===== src/rtl/dispatch_credit_ctrl.sv =====
// rtl/dispatch_credit_ctrl.sv - credit counters, registered dispatch stall, flush recovery and protocol checking
// Optional stall-cycle counter enabled by defining DISPATCH_CREDIT_STAT_EN.
module dispatch_credit_ctrl #(
    parameter int ALU_DEPTH = 8,
    parameter int MDU_DEPTH = 4,
    parameter int LSU_DEPTH = 8,
    parameter int ROB_DEPTH = 128
) (
    input  logic                           i_clk,
    input  logic                           i_rst,
    input  logic                           i_flush,
    input  logic [1:0]                     i_alu_alloc,
    input  logic                           i_mdu_alloc,
    input  logic [1:0]                     i_lsu_alloc,
    input  logic                           i_rob_alloc,
    input  logic [1:0]                     i_alu_free,
    input  logic                           i_mdu_free,
    input  logic [1:0]                     i_lsu_free,
    input  logic                           i_rob_free,
    output logic [$clog2(ALU_DEPTH+1)-1:0] o_alu_credit,
    output logic [$clog2(MDU_DEPTH+1)-1:0] o_mdu_credit,
    output logic [$clog2(LSU_DEPTH+1)-1:0] o_lsu_credit,
    output logic [$clog2(ROB_DEPTH+1)-1:0] o_rob_credit,
    output logic                           o_dispatch_stall,
    output logic [3:0]                     o_stall_reason,
    output logic                           o_proto_err,
    output logic [31:0]                    o_stall_cycles
);
    localparam int AW = $clog2(ALU_DEPTH+1);
    localparam int MW = $clog2(MDU_DEPTH+1);
    localparam int LW = $clog2(LSU_DEPTH+1);
    localparam int RW = $clog2(ROB_DEPTH+1);

    typedef enum logic {RUN = 1'b0, FLUSH_HOLD = 1'b1} state_t;

    state_t        r_state;
    state_t        w_state_next;
    logic [AW-1:0] r_alu_credit, w_alu_next;
    logic [MW-1:0] r_mdu_credit, w_mdu_next;
    logic [LW-1:0] r_lsu_credit, w_lsu_next;
    logic [RW-1:0] r_rob_credit, w_rob_next;
    logic          r_stall;
    logic [3:0]    r_reason;
    logic          r_proto_err;
    logic [3:0]    w_thr;
    logic [3:0]    w_err;
    logic          w_hold;
    logic          w_alloc_any;
    logic [1:0]    w_alu_eff, w_alu_frees, w_lsu_eff, w_lsu_frees;
    logic          w_mdu_eff, w_mdu_frees, w_rob_eff, w_rob_frees;

    // Out-of-range results are protocol errors; the counter is pinned to the legal range.
    function automatic int clamp_credit(input int sum, input int depth, output logic err);
        err = 1'b0;
        clamp_credit = sum;
        if (sum > depth) begin
            err = 1'b1;
            clamp_credit = depth;
        end else if (sum < 0) begin
            err = 1'b1;
            clamp_credit = 0;
        end
    endfunction

    always_comb begin
        w_hold      = (r_state == FLUSH_HOLD);
        w_alu_eff   = r_stall ? 2'b00 : i_alu_alloc;
        w_mdu_eff   = r_stall ? 1'b0  : i_mdu_alloc;
        w_lsu_eff   = r_stall ? 2'b00 : i_lsu_alloc;
        w_rob_eff   = r_stall ? 1'b0  : i_rob_alloc;
        w_alu_frees = w_hold ? 2'b00 : i_alu_free;
        w_mdu_frees = w_hold ? 1'b0  : i_mdu_free;
        w_lsu_frees = w_hold ? 2'b00 : i_lsu_free;
        w_rob_frees = w_hold ? 1'b0  : i_rob_free;
        w_err       = 4'b0000;

        w_alu_next = AW'(clamp_credit(int'(r_alu_credit) - int'(w_alu_eff) + int'(w_alu_frees),
                                      ALU_DEPTH, w_err[0]));
        w_mdu_next = MW'(clamp_credit(int'(r_mdu_credit) - int'(w_mdu_eff) + int'(w_mdu_frees),
                                      MDU_DEPTH, w_err[1]));
        w_lsu_next = LW'(clamp_credit(int'(r_lsu_credit) - int'(w_lsu_eff) + int'(w_lsu_frees),
                                      LSU_DEPTH, w_err[2]));
        w_rob_next = RW'(clamp_credit(int'(r_rob_credit) - int'(w_rob_eff) + int'(w_rob_frees),
                                      ROB_DEPTH, w_err[3]));

        // Flush overrides every allocate and free in the same cycle.
        if (i_flush) begin
            w_alu_next = AW'(ALU_DEPTH);
            w_mdu_next = MW'(MDU_DEPTH);
            w_lsu_next = LW'(LSU_DEPTH);
            w_rob_next = RW'(ROB_DEPTH);
            w_err      = 4'b0000;
        end

        w_thr[0]     = (w_alu_next < AW'(2));
        w_thr[1]     = (w_mdu_next == '0);
        w_thr[2]     = (w_lsu_next < LW'(2));
        w_thr[3]     = (w_rob_next == '0);
        w_state_next = i_flush ? FLUSH_HOLD : RUN;
        w_alloc_any  = (|i_alu_alloc) | i_mdu_alloc | (|i_lsu_alloc) | i_rob_alloc;
    end

    always_ff @(posedge i_clk) begin
        if (i_rst) begin
            r_state      <= RUN;
            r_alu_credit <= AW'(ALU_DEPTH);
            r_mdu_credit <= MW'(MDU_DEPTH);
            r_lsu_credit <= LW'(LSU_DEPTH);
            r_rob_credit <= RW'(ROB_DEPTH);
            r_stall      <= 1'b0;
            r_reason     <= 4'b0000;
            r_proto_err  <= 1'b0;
        end else begin
            r_state      <= w_state_next;
            r_alu_credit <= w_alu_next;
            r_mdu_credit <= w_mdu_next;
            r_lsu_credit <= w_lsu_next;
            r_rob_credit <= w_rob_next;
            r_stall      <= (|w_thr) | (w_state_next == FLUSH_HOLD);
            r_reason     <= w_thr;
            r_proto_err  <= r_proto_err | (r_stall & w_alloc_any) | (|w_err);
        end
    end

`ifdef DISPATCH_CREDIT_STAT_EN
    logic [31:0] r_stall_cycles;

    always_ff @(posedge i_clk) begin
        if (i_rst) begin
            r_stall_cycles <= 32'd0;
        end else if (r_stall && (r_stall_cycles != 32'hFFFF_FFFF)) begin
            r_stall_cycles <= r_stall_cycles + 32'd1;
        end
    end

    assign o_stall_cycles = r_stall_cycles;
`else
    assign o_stall_cycles = 32'd0;
`endif

    assign o_alu_credit     = r_alu_credit;
    assign o_mdu_credit     = r_mdu_credit;
    assign o_lsu_credit     = r_lsu_credit;
    assign o_rob_credit     = r_rob_credit;
    assign o_dispatch_stall = r_stall;
    assign o_stall_reason   = r_reason;
    assign o_proto_err      = r_proto_err;
endmodule

===== config.mk =====
export PLATFORM = sky130hd
export DESIGN_NAME = dispatch_credit_ctrl
export DESIGN_NICKNAME = d
export VERILOG_FILES = /design/src/rtl/dispatch_credit_ctrl.sv
export SDC_FILE = /design/constraint.sdc
export NUM_CORES = 1
export LEC_CHECK = 0
export BUFFER_PORTS_ARGS = -buffer_cell sky130_fd_sc_hd__buf_2
export CORE_ASPECT_RATIO = 2
export CORE_MARGIN = 5
export CORE_UTILIZATION = 43
export CTS_CLUSTER_DIAMETER = 100
export DETAILED_ROUTE_END_ITERATION = 8
export PLACE_DENSITY = 0.7
export SLEW_MARGIN = 20
export SYNTH_ARGS = -nofsm -noshare
export SYNTH_HDL_FRONTEND = slang
export SYNTH_SLANG_ARGS = --single-unit

===== constraint.sdc =====
create_clock -name i_clk -period 3.4 [get_ports i_clk]
set_clock_uncertainty 0.2 [all_clocks]
set_input_delay 0 -clock i_clk [delete_from_list [all_inputs] [get_ports i_clk]]
set_output_delay 0 -clock i_clk [all_outputs]
set_load 0.01 [all_outputs]

==> results.cfg <==
[detailed_routing]
dr.pass1.iters = 4
drc = 0
wl_um = 5830
vias = 2164
first_iter_violations = 169
via_per_inst = 5.36
drtAntennaViolNets = 0
wl_per_cell_um = 14.4

[layout]
layout_common_cells = buf_2 (39), conb_1 (32), inv_1 (28)
layout_commonest_cell = buf_2
nNetsFinal = 379
syn2layout_area_growth_pct = 12.6
n_antenna_cell = 0
drive_gt1_share_pct = 22.7

[global_routing]
grt_pass1_vias = 2049
antenna_found_initial = 0
grtUsageTotal_pct = 15.4
grt_pass1_wl_um = 9400
grt_max_degree = 17
grt_overflow = 0

[setup_path]
worst-path-max-fanout = 8
cp-start-kind = flip-flop
crit_path_end_kind = flip-flop
criticalPathCategory = reg2reg
arrival_ns = 3.22
crit_required_ns = 3.34

[pwr]
vdd_drop_max_v = 0.000606
leakage_nw = 1.25
total_power_mw = 2.58
power.density_mw_per_mm2 = 936

[placement]
dp_hpwl_um = 4720
place_congestion = 0.895
pre_cts_slack_ns = 0.0466
numPortBuffers = 39

[clock_network]
cts.clk_slew.worst_paths_ns = 0.06
clockBufferDepth = 2
htreeDepth = 1
cts-root-buf = clkbuf_16
cts_buffers = 3
clk_latency_ns = 0.26
cts.sinks = 26
post-cts-setup-buffers = 0
cts_tree = done

[logic_synthesis]
synthTopCellsByArea = dfxtp_1 (21%), buf_4 (10%), ha_1 (8.2%)
seq_area_frac_synth_pct = 21.3
synth.distinct_cells = 56
synthMuxAreaShare_pct = 0.870
yosys.area.top_type_share_pct = 21.3
synth_edf_count = 0
synth_compound_area_share_pct = 18.3
synthAdderAreaFrac_pct = 11.5
yosysWarnings = 0
synthArstFlopShare_pct = 0
synth_top_family_by_area = simple AND/OR/NAND/NOR gates
synthSimpleGateAreaFrac_pct = 23.6
syn_area_per_cell_um2 = 8.15
synth_xor_area_share_pct = 7.93
ys.flop_type = dfxtp_1
ys_seq_elements = 26
netlist_area_mm2 = 0.00245
syn-instance-count = 300
yosysTopAreaCell = dfxtp_1

[floorplan]
die_area_mm2 = 0.00739
start_util_pct = 43.6
core_mm2 = 0.00561
die_y_um = 117
ios = 72
die_w_um = 63.3
rows = 39

[job]
max_cap_viol_count = 0

[timing]
setup_ws_ns = 0.128
fmax_mhz = 306
slew_viol_final = 0
max_slew_margin_pct = 58.3
layout_min_cycle_time_ns = 3.27
setup_viol = 0
rsz0062_at_grt = no
finalHoldViolations = 0
tightest_slew_ns = 0.621
period_share_pct = 96.2
tns_ns = 0

[worst_hold_path]
hp-class = in2reg

[outcome]
outcome = finished clean
-- repair_timing --
| item | in CTS | in global routing |
|---|---|---|
| endpoints found under the hold margin | 2 | 0 |
| hold buffers | 2 | 0 |
| setup endpoints to repair | 0 | 8 |
| resized for setup | 0 | 8 |
-- final timing paths --
kind / from / to / slack [ns] / cells past startpoint
max reg2reg: o_dispatch_stall$_SDFF_PP0_ / o_dispatch_stall$_SDFF_PP0_ / 0.13 / 11
max: o_dispatch_stall$_SDFF_PP0_ / o_dispatch_stall$_SDFF_PP0_ / 0.13 / 11
min reg2reg: o_proto_err$_SDFF_PP0_ / o_proto_err$_SDFF_PP0_ / 0.42 / 2
min: i_rob_free / o_rob_credit[0]$_SDFF_PP0_ / 0.08 / 4
-- Yosys cell counts (all sizes together) (2+ instances only) --
master,instances
buf,37
inv,28
dfxtp,26
a21oi,16
ha,16
nand2,16
nor2,16
nor3,14
o21ai,13
xnor2,13
nor2b,12
nor4,8
and2,7
xor2,7
nand2b,6
clkbuf,5
a221o,4
fa,4
o211ai,4
o21a,4
or2,4
a211oi,3
a31oi,3
and3,3
nand3b,3
a21o,2
nand4,2
o22ai,2
o31ai,2
or3b,2
or4b,2
-- cell families after synthesis --
| group | Yosys count |
|---|---|
| AND/OR/NAND/NOR | 100 |
| buffers and inverters | 70 |
| AO/OA/AOI/OAI | 61 |
| flip-flops | 26 |
| adder cells (fa/ha/maj) | 20 |
| XOR/XNOR | 20 |
| multiplexers | 2 |
| other | 1 |
-- state kept, by name, summed over array words and instances (netlist names) --
| signal | count |
|---|---|
| o_dispatch_stall | 1 |
| o_mdu_credit | 3 |
| r_state | 1 |
| o_proto_err | 1 |
| o_alu_credit | 4 |
| o_lsu_credit | 4 |
| o_rob_credit | 8 |
| o_stall_reason | 4 |
-- layout make-up --
type / instances / area [µm²]
fill: 549 / 2860
clock buffer: 3 / 75.1
tap: 61 / 76.3
multi-input combinational: 235 / 1660
sequential: 26 / 522
timing repair buffer: 50 / 283
inverter: 28 / 105
clock inverter: 1 / 30.0
-- report_power, final --
group	total [mW]	switching, mW	internal (mW)	leakage, nW
combinational	1.75	1.01	0.743	0.991
sequential	0.481	0.0917	0.389	0.212
clock	0.344	0.109	0.234	0.0511
total	2.58	1.21	1.37	1.25
-- routing by layer --
layer  track usage (%)  wire, µm
met5                 0         0
met4              3.47        63
met3              1.83       362
met2              27.5      3000
met1              19.5      2400
-- stage by stage --
stage | cells | hold WS, ns | util [%] | instance area (µm²)
2_1_floorplan | 331 | -0.134 | - | 2560
3_3_place_gp | 398 | -0.00169 | 46.4 | 2610
3_5_place_dp | 398 | 0.0139 | 46.4 | 2610
4_1_cts | 404 | 0.0661 | 48.7 | 2730
5_1_grt | 404 | 0.0945 | 49.1 | 2760
6_report | 404 | 0.0792 | 49.1 | 2760
-- critical path: stages (launching register included) --
cell	delay (ns)
dfxtp_2	0.36
nor2b_2	0.13
ha_2	0.20
ha_2	0.28
nand2b_1	0.17
or3b_2	0.47
o32a_4	0.26
xnor2_1	0.16
and4b_2	0.25
a21oi_1	0.16
o211ai_1	0.11
a2111o_1	0.41
Power figures use the tool's default switching activity.
